## src/rtl/drum_pkg.sv

```systemverilog
// Shared types and default sizes for the drum machine pipeline.
// The pattern array type is common to user_interface and step_sequencer.
package drum_pkg;

  localparam int unsigned PATTERN_WIDTH_DEF = 8;
  localparam int unsigned COUNT_WIDTH_DEF   = 4;
  localparam int unsigned DRUM_COUNT_DEF    = 5;
  localparam int unsigned DIV_WIDTH_DEF     = 16;

  typedef enum logic {
    IDLE = 1'b0,
    RUN  = 1'b1
  } seq_state_t;

  typedef logic [PATTERN_WIDTH_DEF-1:0] pattern_arr_t [DRUM_COUNT_DEF];

endpackage

```

## src/rtl/tempo_divider.sv

```systemverilog
// Free-running step-rate divider: tick_o strobes when the count matches div_i.
// div_i is compared live; a count above div_i rolls through the full range.
module tempo_divider
  import drum_pkg::*;
#(
  parameter int unsigned DIV_WIDTH = DIV_WIDTH_DEF
) (
  input  logic                 clk,
  input  logic                 rst,
  input  logic                 clr_i,
  input  logic [DIV_WIDTH-1:0] div_i,
  output logic                 tick_o
);

  logic [DIV_WIDTH-1:0] r_div_cnt;
  logic                 w_hit;

  assign w_hit  = (r_div_cnt == div_i);
  assign tick_o = w_hit;

  always_ff @(posedge clk or negedge rst) begin
    if (!rst) begin
      r_div_cnt <= '0;
    end else if (clr_i || w_hit) begin
      r_div_cnt <= '0;
    end else begin
      r_div_cnt <= r_div_cnt + DIV_WIDTH'(1);
    end
  end

endmodule

```

## src/rtl/step_sequencer.sv

```systemverilog
// Pattern playback: steps through double-buffered per-drum patterns at the
// programmed tempo and emits one-cycle drum triggers plus a bar pulse.
module step_sequencer
  import drum_pkg::*;
#(
  parameter int unsigned PATTERN_WIDTH = PATTERN_WIDTH_DEF,
  parameter int unsigned COUNT_WIDTH   = COUNT_WIDTH_DEF,
  parameter int unsigned DRUM_COUNT    = DRUM_COUNT_DEF,
  parameter int unsigned DIV_WIDTH     = DIV_WIDTH_DEF
) (
  input  logic                     clk,
  input  logic                     rst,
  input  logic [PATTERN_WIDTH-1:0] pattern_i [DRUM_COUNT],
  input  logic                     pattern_valid_i,
  output logic                     pattern_ready_o,
  input  logic                     run_i,
  input  logic [DIV_WIDTH-1:0]     tempo_div_i,
  input  logic [DRUM_COUNT-1:0]    mute_i,
  output logic [DRUM_COUNT-1:0]    trig_o,
  output logic [COUNT_WIDTH-1:0]   step_o,
  output logic                     bar_o,
  output logic                     running_o
);

  seq_state_t               r_state;
  seq_state_t               w_state_nxt;
  logic [COUNT_WIDTH-1:0]   r_step;
  logic [COUNT_WIDTH-1:0]   w_step_nxt;
  logic [COUNT_WIDTH-1:0]   w_play_step;
  logic                     w_tick;
  logic                     w_div_tick;
  logic                     w_div_clr;
  logic                     w_last;
  logic                     w_accept;
  logic                     w_commit;
  logic [DRUM_COUNT-1:0]    w_hits;
  logic [PATTERN_WIDTH-1:0] r_active  [DRUM_COUNT];
  logic [PATTERN_WIDTH-1:0] r_pending [DRUM_COUNT];
  logic                     r_pend_full;
  logic [DRUM_COUNT-1:0]    r_trig;
  logic [COUNT_WIDTH-1:0]   r_step_out;
  logic                     r_bar;

  tempo_divider #(
    .DIV_WIDTH (DIV_WIDTH)
  ) u_tempo_divider (
    .clk    (clk),
    .rst    (rst),
    .clr_i  (w_div_clr),
    .div_i  (tempo_div_i),
    .tick_o (w_div_tick)
  );

  always_ff @(posedge clk or negedge rst) begin
    if (!rst) begin
      r_state <= IDLE;
    end else begin
      r_state <= w_state_nxt;
    end
  end

  // Leaving IDLE forces a tick so step 0 plays on the first RUN cycle
  always_comb begin
    w_state_nxt = r_state;
    w_tick      = 1'b0;
    w_div_clr   = 1'b1;
    w_play_step = r_step;
    case (r_state)
      IDLE: begin
        w_play_step = '0;
        if (run_i) begin
          w_state_nxt = RUN;
          w_tick      = 1'b1;
        end
      end
      RUN: begin
        if (run_i) begin
          w_div_clr = 1'b0;
          w_tick    = w_div_tick;
        end else begin
          w_state_nxt = IDLE;
        end
      end
      default: w_state_nxt = IDLE;
    endcase
  end

  assign w_last = (w_play_step == COUNT_WIDTH'(PATTERN_WIDTH - 1));

  always_comb begin
    w_step_nxt = r_step;
    if (w_tick) begin
      w_step_nxt = w_last ? '0 : (w_play_step + COUNT_WIDTH'(1));
    end else if (!run_i) begin
      w_step_nxt = '0;
    end
  end

  always_comb begin
    w_hits = '0;
    for (int d = 0; d < int'(DRUM_COUNT); d++) begin
      w_hits[d] = 1'(r_active[d] >> w_play_step) & ~mute_i[d];
    end
  end

  // Pending set swaps in at bar end, or immediately when playback stops
  assign w_accept = pattern_valid_i & ~r_pend_full;
  assign w_commit = r_pend_full & ((w_tick & w_last) | ((r_state == RUN) & ~run_i));

  always_ff @(posedge clk or negedge rst) begin
    if (!rst) begin
      r_step      <= '0;
      r_pend_full <= 1'b0;
      for (int d = 0; d < int'(DRUM_COUNT); d++) begin
        r_active[d]  <= '0;
        r_pending[d] <= '0;
      end
    end else begin
      r_step <= w_step_nxt;
      if (w_commit) begin
        for (int d = 0; d < int'(DRUM_COUNT); d++) begin
          r_active[d] <= r_pending[d];
        end
      end else if (w_accept && (r_state == IDLE)) begin
        for (int d = 0; d < int'(DRUM_COUNT); d++) begin
          r_active[d] <= pattern_i[d];
        end
      end
      if (w_accept && (r_state == RUN)) begin
        r_pend_full <= 1'b1;
        for (int d = 0; d < int'(DRUM_COUNT); d++) begin
          r_pending[d] <= pattern_i[d];
        end
      end else if (w_commit) begin
        r_pend_full <= 1'b0;
      end
    end
  end

  always_ff @(posedge clk or negedge rst) begin
    if (!rst) begin
      r_trig     <= '0;
      r_bar      <= 1'b0;
      r_step_out <= '0;
    end else begin
      r_trig <= w_tick ? w_hits : '0;
      r_bar  <= w_tick & (w_play_step == '0);
      if (w_tick) begin
        r_step_out <= w_play_step;
      end else if (!run_i) begin
        r_step_out <= '0;
      end
    end
  end

  assign trig_o          = r_trig;
  assign bar_o           = r_bar;
  assign step_o          = r_step_out;
  assign running_o       = (r_state == RUN);
  assign pattern_ready_o = ~r_pend_full;

endmodule

```

## config.mk

```make
export PLATFORM = sky130hd
export DESIGN_NAME = step_sequencer
export DESIGN_NICKNAME = d
export VERILOG_FILES = /design/src/rtl/drum_pkg.sv /design/src/rtl/tempo_divider.sv /design/src/rtl/step_sequencer.sv
export SDC_FILE = /design/constraint.sdc
export NUM_CORES = 1
export LEC_CHECK = 0
export ABC_AREA = 1
export BUFFER_PORTS_ARGS = -buffer_cell sky130_fd_sc_hd__buf_2
export CORE_ASPECT_RATIO = 1.1
export CORE_MARGIN = 2
export CORE_UTILIZATION = 30
export DETAILED_ROUTE_END_ITERATION = 7
export SLEW_MARGIN = 20
export SYNTH_ARGS = -nofsm -noshare
export SYNTH_HDL_FRONTEND = slang
export SYNTH_SLANG_ARGS = --single-unit
export TNS_END_PERCENT = 5
```

## constraint.sdc

```tcl
create_clock -name clk -period 2.05 [get_ports clk]
set_input_delay 0.1025 -clock clk [delete_from_list [all_inputs] [get_ports clk]]
set_output_delay 0.1025 -clock clk [all_outputs]
set_load 0.01 [all_outputs]
```

## Yosys cells after proc, flatten, opt, wreduce, memory -nomap -nowiden

Index checks and enable logic that the tools add are counted.

| storage, ports and cells | value |
|---|---|
| bits in registers | 112 |
| bits in latches | 0 |
| bits in writable memories | 0 |
| bits in read-only memories | 0 |
| input port bits | 65 |
| output and inout port bits | 12 |
| logic and storage cells | 68 |
| memories | 0 |

| cells by class | value |
|---|---|
| add/subtract/negate cells | 2 |
| $mul | 0 |
| divide/modulo/power cells | 0 |
| magnitude comparators | 0 |
| eq/ne operators | 3 |
| shift-type cells | 5 |
| mux-type cells | 16 |
| bitwise gates (word level) | 19 |
| reduce and logical (&&, ||, !) cells | 6 |

Operator list:

| cell | count |
|---|---|
| $mux 40 | 2 |
| $shr 8x4->1 | 5 |
| $mux 4 | 5 |
| $add 16x1->16 const B | 1 |
| $eq 16x16->1 | 1 |
| $mux 16 | 1 |
| $and 1x1->1 | 10 |
| $not 1->1 | 8 |
| $mux 1 | 6 |
| $mux 5 | 1 |
| $add 4x1->4 const B | 1 |
| $eq 4x3->1 const B | 1 |
| $logic_not 4->1 | 1 |
| $reduce_bool 2->1 | 2 |
| $logic_and 1x1->1 | 2 |
| $ne 2x1->1 const B | 1 |
| $pmux 1 s2 | 1 |
| $logic_or 1x1->1 | 1 |
| $or 1x1->1 | 1 |

## Depth between registers and ports, before layout

Gate-level depths: netlist of run 1.

| logic depth | value |
|---|---|
| depth after elaboration | 8 |
| gate-level depth with buffers | 15 |
| depth with buffers taken out | 14 |

## Cells and area by module

Synthesis of run 1 repeated with hierarchy kept, for this count alone.

| unflattened totals | value |
|---|---|
| cell total of the unflattened synthesis | 834 |
| area, all modules | 5,901.9 um^2 |

By module, submodules not included:

| module | instances | cells an instance | area each (um^2) | sequential area each (um^2) |
|---|---|---|---|---|
| step_sequencer | 1 | 654 | 4,777.1 | 2,402.3 |
| tempo_divider | 1 | 180 | 1,124.8 | 400.4 |

## Least setup slack after synthesis of run 1

Ideal clock, no wire load.

| path | value |
|---|---|
| path type | register to register |
| start | register r_state (netlist: running_o) |
| end | register r_active[0] (netlist name) |
| setup time | 117 ps |
| arrival | 1,843 ps |
| required time | 1,933 ps |
| path slack | 90 ps |
| stages on the path, launching flop included | 14 |
| path buffers | 3 |
| period minus slack after synthesis | 1,960 ps |
| path through | dfrtp_1 -> buf_4 -> nand2_2 -> inv_1 -> buf_2 -> ha_1 -> nand2_1 -> inv_1 -> nand3_2 -> nand2_4 -> nand2_4 -> buf_6 -> nand3_1 -> nand2_1 |

| between the ends | value |
|---|---|
| word-level cells in the longest chain between the ends | 6 |
| elaborated cells between the ends (all ways) | 11 |
| those cells by class | eq/ne (1); mux (3); bitwise (5); reduce/logical (2) |

Ends and longest elaborated chain:

| what | line | text |
|---|---|---|
| from (decl) | step_sequencer.sv:25 | `seq_state_t r_state;` |
| from (signal assigned) | step_sequencer.sv:58 | `r_state <= w_state_nxt;` |
| $mux 4 / $not 1->1 (equally long branches) | n/a |  |
| $eq 4x3->1 / $pmux 1 s2 (equally long branches) | step_sequencer.sv:88, step_sequencer.sv:68 |  |
| $and 1x1->1 | step_sequencer.sv:108 | `assign w_commit = r_pend_full & ((w_tick & w_last) \| ((r_state == RUN) & ~run_i));` |
| $or 1x1->1 | step_sequencer.sv:108 |  |
| $and 1x1->1 | step_sequencer.sv:108 |  |
| $mux 40 / $reduce_bool 2->1 (equally long branches) | n/a |  |
| to (signal, indexed assignment) | step_sequencer.sv:122 | `r_active[d] <= r_pending[d];` |
| to (signal, indexed assignment) | step_sequencer.sv:126 | `r_active[d] <= pattern_i[d];` |
| to (decl) | step_sequencer.sv:37 | `logic [PATTERN_WIDTH-1:0] r_active [DRUM_COUNT];` |

Parallel ways exist; a longest one is shown, timed or not.
A chain may end at the register's enable or synchronous reset.

## Worst setup path after layout of run 1

| path | value |
|---|---|
| start | register u_tempo_divider.r_div_cnt[9] |
| end | register r_active[31] (netlist name) |

| between the ends | value |
|---|---|
| word-level cells in the longest chain between the ends | 7 |
| elaborated cells between the ends (all ways) | 8 |
| those cells by class | eq/ne (1); mux (3); bitwise (3); reduce/logical (1) |

Ends and longest elaborated chain:

| what | line | text |
|---|---|---|
| from (decl) | tempo_divider.sv:15 | `logic [DIV_WIDTH-1:0] r_div_cnt;` |
| from (signal assigned) | tempo_divider.sv:27 | `r_div_cnt <= r_div_cnt + DIV_WIDTH'(1);` |
| $eq 16x16->1 * | tempo_divider.sv:18 | `assign w_hit = (r_div_cnt == div_i);` |
| $mux 1 * | step_sequencer.sv:77 | `if (run_i) begin` |
| $pmux 1 s2 * | step_sequencer.sv:68 | `case (r_state)` |
| $and 1x1->1 * | step_sequencer.sv:108 |  |
| $or 1x1->1 * | step_sequencer.sv:108 |  |
| $and 1x1->1 * | step_sequencer.sv:108 |  |
| $mux 40 / $reduce_bool 2->1 (equally long branches) | n/a |  |

Every way passes the cells marked *; elsewhere a longest branch is shown, timed or not.

==> metrics.yaml, run 1 <==
cts_tree: "yes"
grt_max_degree: 77
r2r-end: "r_active[31]"
die_x_um: 137
avgRoutedWirePerCell_um: 12.8
path_buf_inv: 2
critPathLaunchType: "flop"
drive_gt1_share_pct: 14.2
p_leak_uw: 0.00368
layout_commonest_cell: "nand2_1"
crit_top_cell: "nand2_1"
rr_startpoint: "u_tempo_divider.r_div_cnt[9]"
irDropWorstVdd_mv: 0.433
fin_cells: 1125
cts.sinks: 112
synthTopCellsByArea: "dfrtp_1, nand2_1, nand3_1, inv_1, nor2_1"
layout_setup_ws_ns: 0.181
min_period_ns: 1.87
yosys_warnings: 0
chipHeight_um: 150
drv_cap: 0
synth_top_area_share_pct: 48.3
cts_root_buffer: "clkbuf_16"
fin_skew_ns: 0.00829
crit_start: "u_tempo_divider.r_div_cnt[9]"
grt_use_total_pct: 14.9
synthCells: 795
cts_setup_buffers: 0
p_per_area_nw_per_um2: 882
period_share_pct: 91.2
cp.required_ns: 2.30
final-hold-violation-count: 0
portBuffers: 76
fin_tns_setup_ns: 0
grt_pass1_wl_mm: 24.0
drtAntennaViolNets: 0
switching_share_pct: 28.8
drt-initial-drc-count: 279
intPower_uw: 4360
synth_fp_nets: 863
hp-class: "input port to flop"
routabilityCongestion: 0.851
vias: 5126
slowest_stage: "dfrtp_1"
avgSynthCellArea_um2: 7.30
timing.hold.ws_ns: 0.0101
io_pins: 77
placed_cells: 1099
status: "completed"
cp.depth: 15
numCtsBuffers: 9
min_path_cells: 3
grt_setup_unrepaired: "no"
cts.htree.levels: 3
worstSkewPairLatency_ns: 0.35
synth_cell_types: 26
crit_family: "simple AND/OR/NAND/NOR gates"
tightest_slew_ns: 0.565
grt_pass1_vias: 4835
crit_fanout: 53
seq_area_frac_synth_pct: 48.3
core-area_um2: 19000
setup_viol: 0
slew_violations: 0
path_class: "flop to flop"
syn2layout_area_growth_pct: 19.6
rr_worst_depth: 15
p_switching_uw: 1760
dr.pass1.iters: 5
arrival_ns: 2.11
drt-total-wl_mm: 14.4
pwr-share-clk_pct: 32.6
post-place-ws_ns: 0.143
pwr-share-comb_pct: 20.2
path_cells: "inv_1 > nand2_1 > nand2_1 > nor2_1 > nand2_1 > nor2_1 > nand2_1 > nand2_2 > nand3_2 > nand2_4 > nand2_4 > buf_12 > nand2_1 > nand2_1 > nand2_1"
r2r_slack_ns: 0.18
diodes: 0
cp-endpoint: "r_active[31]"
vias_per_cell: 4.56
ys_ff_latch: 112
dieArea_um2: 20500
remaining_drc_errors: 0
power_uw: 6130
overflow: 0
seq_power_share_pct: 47.2
yosysTopAreaCell: "dfrtp_1"
maxSlewHeadroom_pct: 62.3
initial_core_util_pct: 30.5
syn-cell-area_um2: 5810
num_rows: 53
dpl.hpwl_mm: 9.99
final_cell_mix: "nand2_1, dfrtp_1, nand3_1"
slowest_delay_ns: 0.41
cts_buffer_depth: 2
fmax_mhz: 535
clkTransAtPathRegs_ns: 0.07
cp-end-kind: "flop"
nets: 941
grt_antenna_before_repair: 0
what timing repair did:
action                                 4_1_cts  5_1_grt
setup endpoints to repair                    0       10
hold buffers                                10        0
endpoints found under the hold margin       46        0
gates resized for setup                      0        3
cell type report:
| type | instances | area [um2] |
|---|---|---|
| multi-input cells | 558 | 2470 |
| well taps | 247 | 309 |
| flip-flops and latches | 112 | 2800 |
| repair buffers | 108 | 714 |
| clock inverters | 6 | 108 |
| clock buffers | 10 | 229 |
| inverters | 84 | 315 |
| fillers | 2003 | 12100 |
cells by family (layout without fill, tap and decap cells):
kind of cell	after synthesis	after routing	share of synthesized area [%]
adders and majority gates	3	3	0.646
buffers and inverters	125	208	9.55
and+or+nand+nor	479	479	34.2
DFF	112	112	48.3
AOI/OAI and AO/OA	74	74	7.02
xor gates and xnor gates	2	2	0.302
worst min-delay path by stage:
stage / from / slack, ns / endpoint
5_1_grt: pattern_i[10] / 0.009 / r_pending[10]
3_3_place_gp: rst / 0.15 / r_pending[32]
2_1_floorplan: rst / -0.19 / bar_o
3_5_place_dp: rst / 0.15 / r_pending[38]
4_1_cts: pattern_i[18] / 0.0006 / r_pending[18]
6_report: pattern_i[18] / 0.01 / r_pending[18]
cells in the mapped netlist:
cell	number
a211oi_1	3
a21oi_1	49
a31oi_1	1
a32o_1	4
buf_1	5
buf_2	5
buf_4	5
buf_6	8
clkbuf_1	18
dfrtp_1	112
ha_1	3
inv_1	82
inv_2	2
nand2_1	278
nand2_2	3
nand2_4	2
nand3_1	107
nand3_2	1
nor2_1	74
nor3_1	10
nor3b_1	3
nor4_1	1
o21ai_0	13
o22ai_1	1
o31ai_1	3
xor2_1	2
power groups by stage:
stage	combinational (uW)	clock (uW)	sequential, uW
final	1240	2000	2890
after global placement	1220	0	2930
after global routing	1450	2150	2950
after CTS	1260	2080	2890
after floorplan	891	0	2870
after detailed placement	1240	0	2930
routing by layer:
layer  track usage, %  share of wire, %
met1             20.3                48
met2             23.5                46
met3             2.13               3.1
met4             6.67               2.6
met5                0                 0
metrics by stage:
| step | utilization, % | area [um2] |
|---|---|---|
| after global routing | 36.5 | 6950 |
| after global placement | 34.1 | 6490 |
| after floorplan | - | 5810 |
| after detailed placement | 34.1 | 6490 |
| after CTS | 36.4 | 6930 |
| final | 36.5 | 6950 |
state kept, by name (all words and copies together), names as in the netlist:
signal / flops
r_active: 40
r_pending: 40
u_tempo_divider.r_div_cnt: 16
trig_o: 5
r_step: 4
step_o: 4
bar_o: 1
r_pend_full: 1
running_o: 1
tightest hold or removal path, stage by stage:
cell and delay (ns):
buf_2 0.09, nor2_1 0.04, a21oi_1 0.10
Power figures use the tool's default switching activity.
==> run 2: changes to the inputs <==
Clock period 2.05 ns to 2.3 ns, I/O delays scaled along.
==> run 2 against run 1 <==
  * Cell area down 1.7%
  * Final cell count shrank 0.44%
  * Utilization is 0.64 points lower
  * Highest routed layer unchanged
  * Combinational power shrank 12%
  * Sequential cell count stayed put
  * Global-route usage about the same
==> metrics.yaml, run 2 (same netlist as run 1, synthesis figures left out) <==
status: "completed"
p_per_area_nw_per_um2: 767
path_class: "flop to flop"
overflow: 0
rr_startpoint: "u_tempo_divider.r_div_cnt[4]"
drt-total-wl_mm: 14.3
rr_worst_depth: 14
post_cts_resized: 0
fin_tns_setup_ns: 0
arrival_ns: 2.21
r2r_slack_ns: 0.35
critPathLaunchType: "flop"
cts_tree: "yes"
slowest_delay_ns: 0.37
vias: 5051
numCtsBuffers: 9
fmax_mhz: 512
clkTransAtPathRegs_ns: 0.08
avgRoutedWirePerCell_um: 12.8
routabilityCongestion: 0.814
vias_per_cell: 4.51
path_cells: "inv_1 > nand2_1 > nand2_1 > nor2_1 > nand2_1 > nor2_1 > nand2_1 > nand2_2 > nand3_2 > nand2_4 > buf_4 > nand3_1 > nand2_1 > nand2_1"
cts.htree.levels: 3
grt_pass1_vias: 4764
timing.hold.ws_ns: 0.0124
num_rows: 53
final-hold-violation-count: 0
grt_use_total_pct: 14.9
crit_start: "u_tempo_divider.r_div_cnt[4]"
remaining_drc_errors: 0
slowest_stage: "dfrtp_1"
worstSkewPairLatency_ns: 0.36
grt_pass1_wl_mm: 23.9
hp-class: "input port to flop"
grt_setup_unrepaired: "no"
cp.required_ns: 2.56
grt_max_degree: 82
crit_top_cell: "nand2_1"
chipHeight_um: 150
cts_buffer_depth: 2
slew_violations: 0
dieArea_um2: 20500
die_x_um: 137
cp-endpoint: "r_active[31]"
cts_root_buffer: "clkbuf_16"
setup_viol: 0
grt_antenna_before_repair: 0
period_share_pct: 84.9
initial_core_util_pct: 30.5
tightest_slew_ns: 0.568
nets: 936
min_period_ns: 1.95
layout_commonest_cell: "nand2_1"
crit_fanout: 26
core-area_um2: 19000
drtAntennaViolNets: 0
final_cell_mix: "nand2_1, dfrtp_1, nand3_1"
drt-initial-drc-count: 205
dpl.hpwl_mm: 10.1
maxSlewHeadroom_pct: 62.1
reg_top3: "r_active x40, r_pending x40, u_tempo_divider.r_div_cnt x16"
syn2layout_area_growth_pct: 17.5
min_path_cells: 3
irDropWorstVdd_mv: 0.382
drv_cap: 0
cp-end-kind: "flop"
io_pins: 77
diodes: 0
cts.sinks: 112
portBuffers: 76
dr.pass1.iters: 4
fin_skew_ns: 0.00962
p_leak_uw: 0.00363
r2r-end: "r_active[31]"
drive_gt1_share_pct: 14.0
==> run 2: cell types whose count changed in the layout (fill, tap and decap cells not counted), sizes merged <==
cell / delta
clkbuf: -1
buf: -2
bufinv: -3
inv: +5
clkinv: -1
dlygate4sd3: -3
==> run 2: worst min path at each step <==
stage,start,end
global route,pattern_i[3],r_pending[3]
global placement,rst,r_pending[33]
finish,pattern_i[5],r_pending[5]
detailed placement,rst,u_tempo_divider.r_div_cnt[12]
floorplan,rst,bar_o
CTS,pattern_i[5],r_pending[5]
==> run 2: report_power, final <==
part | total (uW) | internal, uW | switching, uW
Sequential | 2590 | 2390 | 197
Combinational | 1090 | 426 | 660
Clock | 1560 | 762 | 795
==> run 2: per-stage QoR <==
step                cell area [um2]  setup slack [ns]  cells  utilization [%]  total power, uW
global placement               6470             0.360   1097             34.0             3700
finish                         6820             0.348   1120             35.9             5230
CTS                            6820             0.318   1120             35.9             5330
detailed placement             6470             0.335   1097             34.0             3730
global route                   6820             0.112   1120             35.9             5600
floorplan                      5810             0.340    795                -             3360
==> run 2: timing repair <==
| action | in CTS | in global routing |
|---|---|---|
| setup buffers | 0 | 0 |
| hold endpoints to repair | 41 | 0 |
| hold buffers | 7 | 0 |
==> run 2: layer usage <==
layer	up-vias	GRT usage, %	wire length (um)
met2	76	24.6	6790
met3	15	2.24	416
li1	2648	-	-
met5	-	0	0
met4	0	5.78	278
met1	2312	19.5	6840
==> run 2: cell type report <==
cell class	count	area (um2)
Inverter	84	315
Clock buffer	9	225
Multi-Input combinational cell	558	2460
Timing Repair Buffer	103	653
Fill cell	2029	12200
Sequential cell	112	2800
Tap cell	247	309
Clock inverter	7	61.3
==> run 2: critical path: cells and delay by family, from the launching register on <==
kind                   cells  cell delay [ns]
buffers and inverters      2             0.38
flip-flops                 1             0.37
AND/OR/NAND/NOR           12             1.09
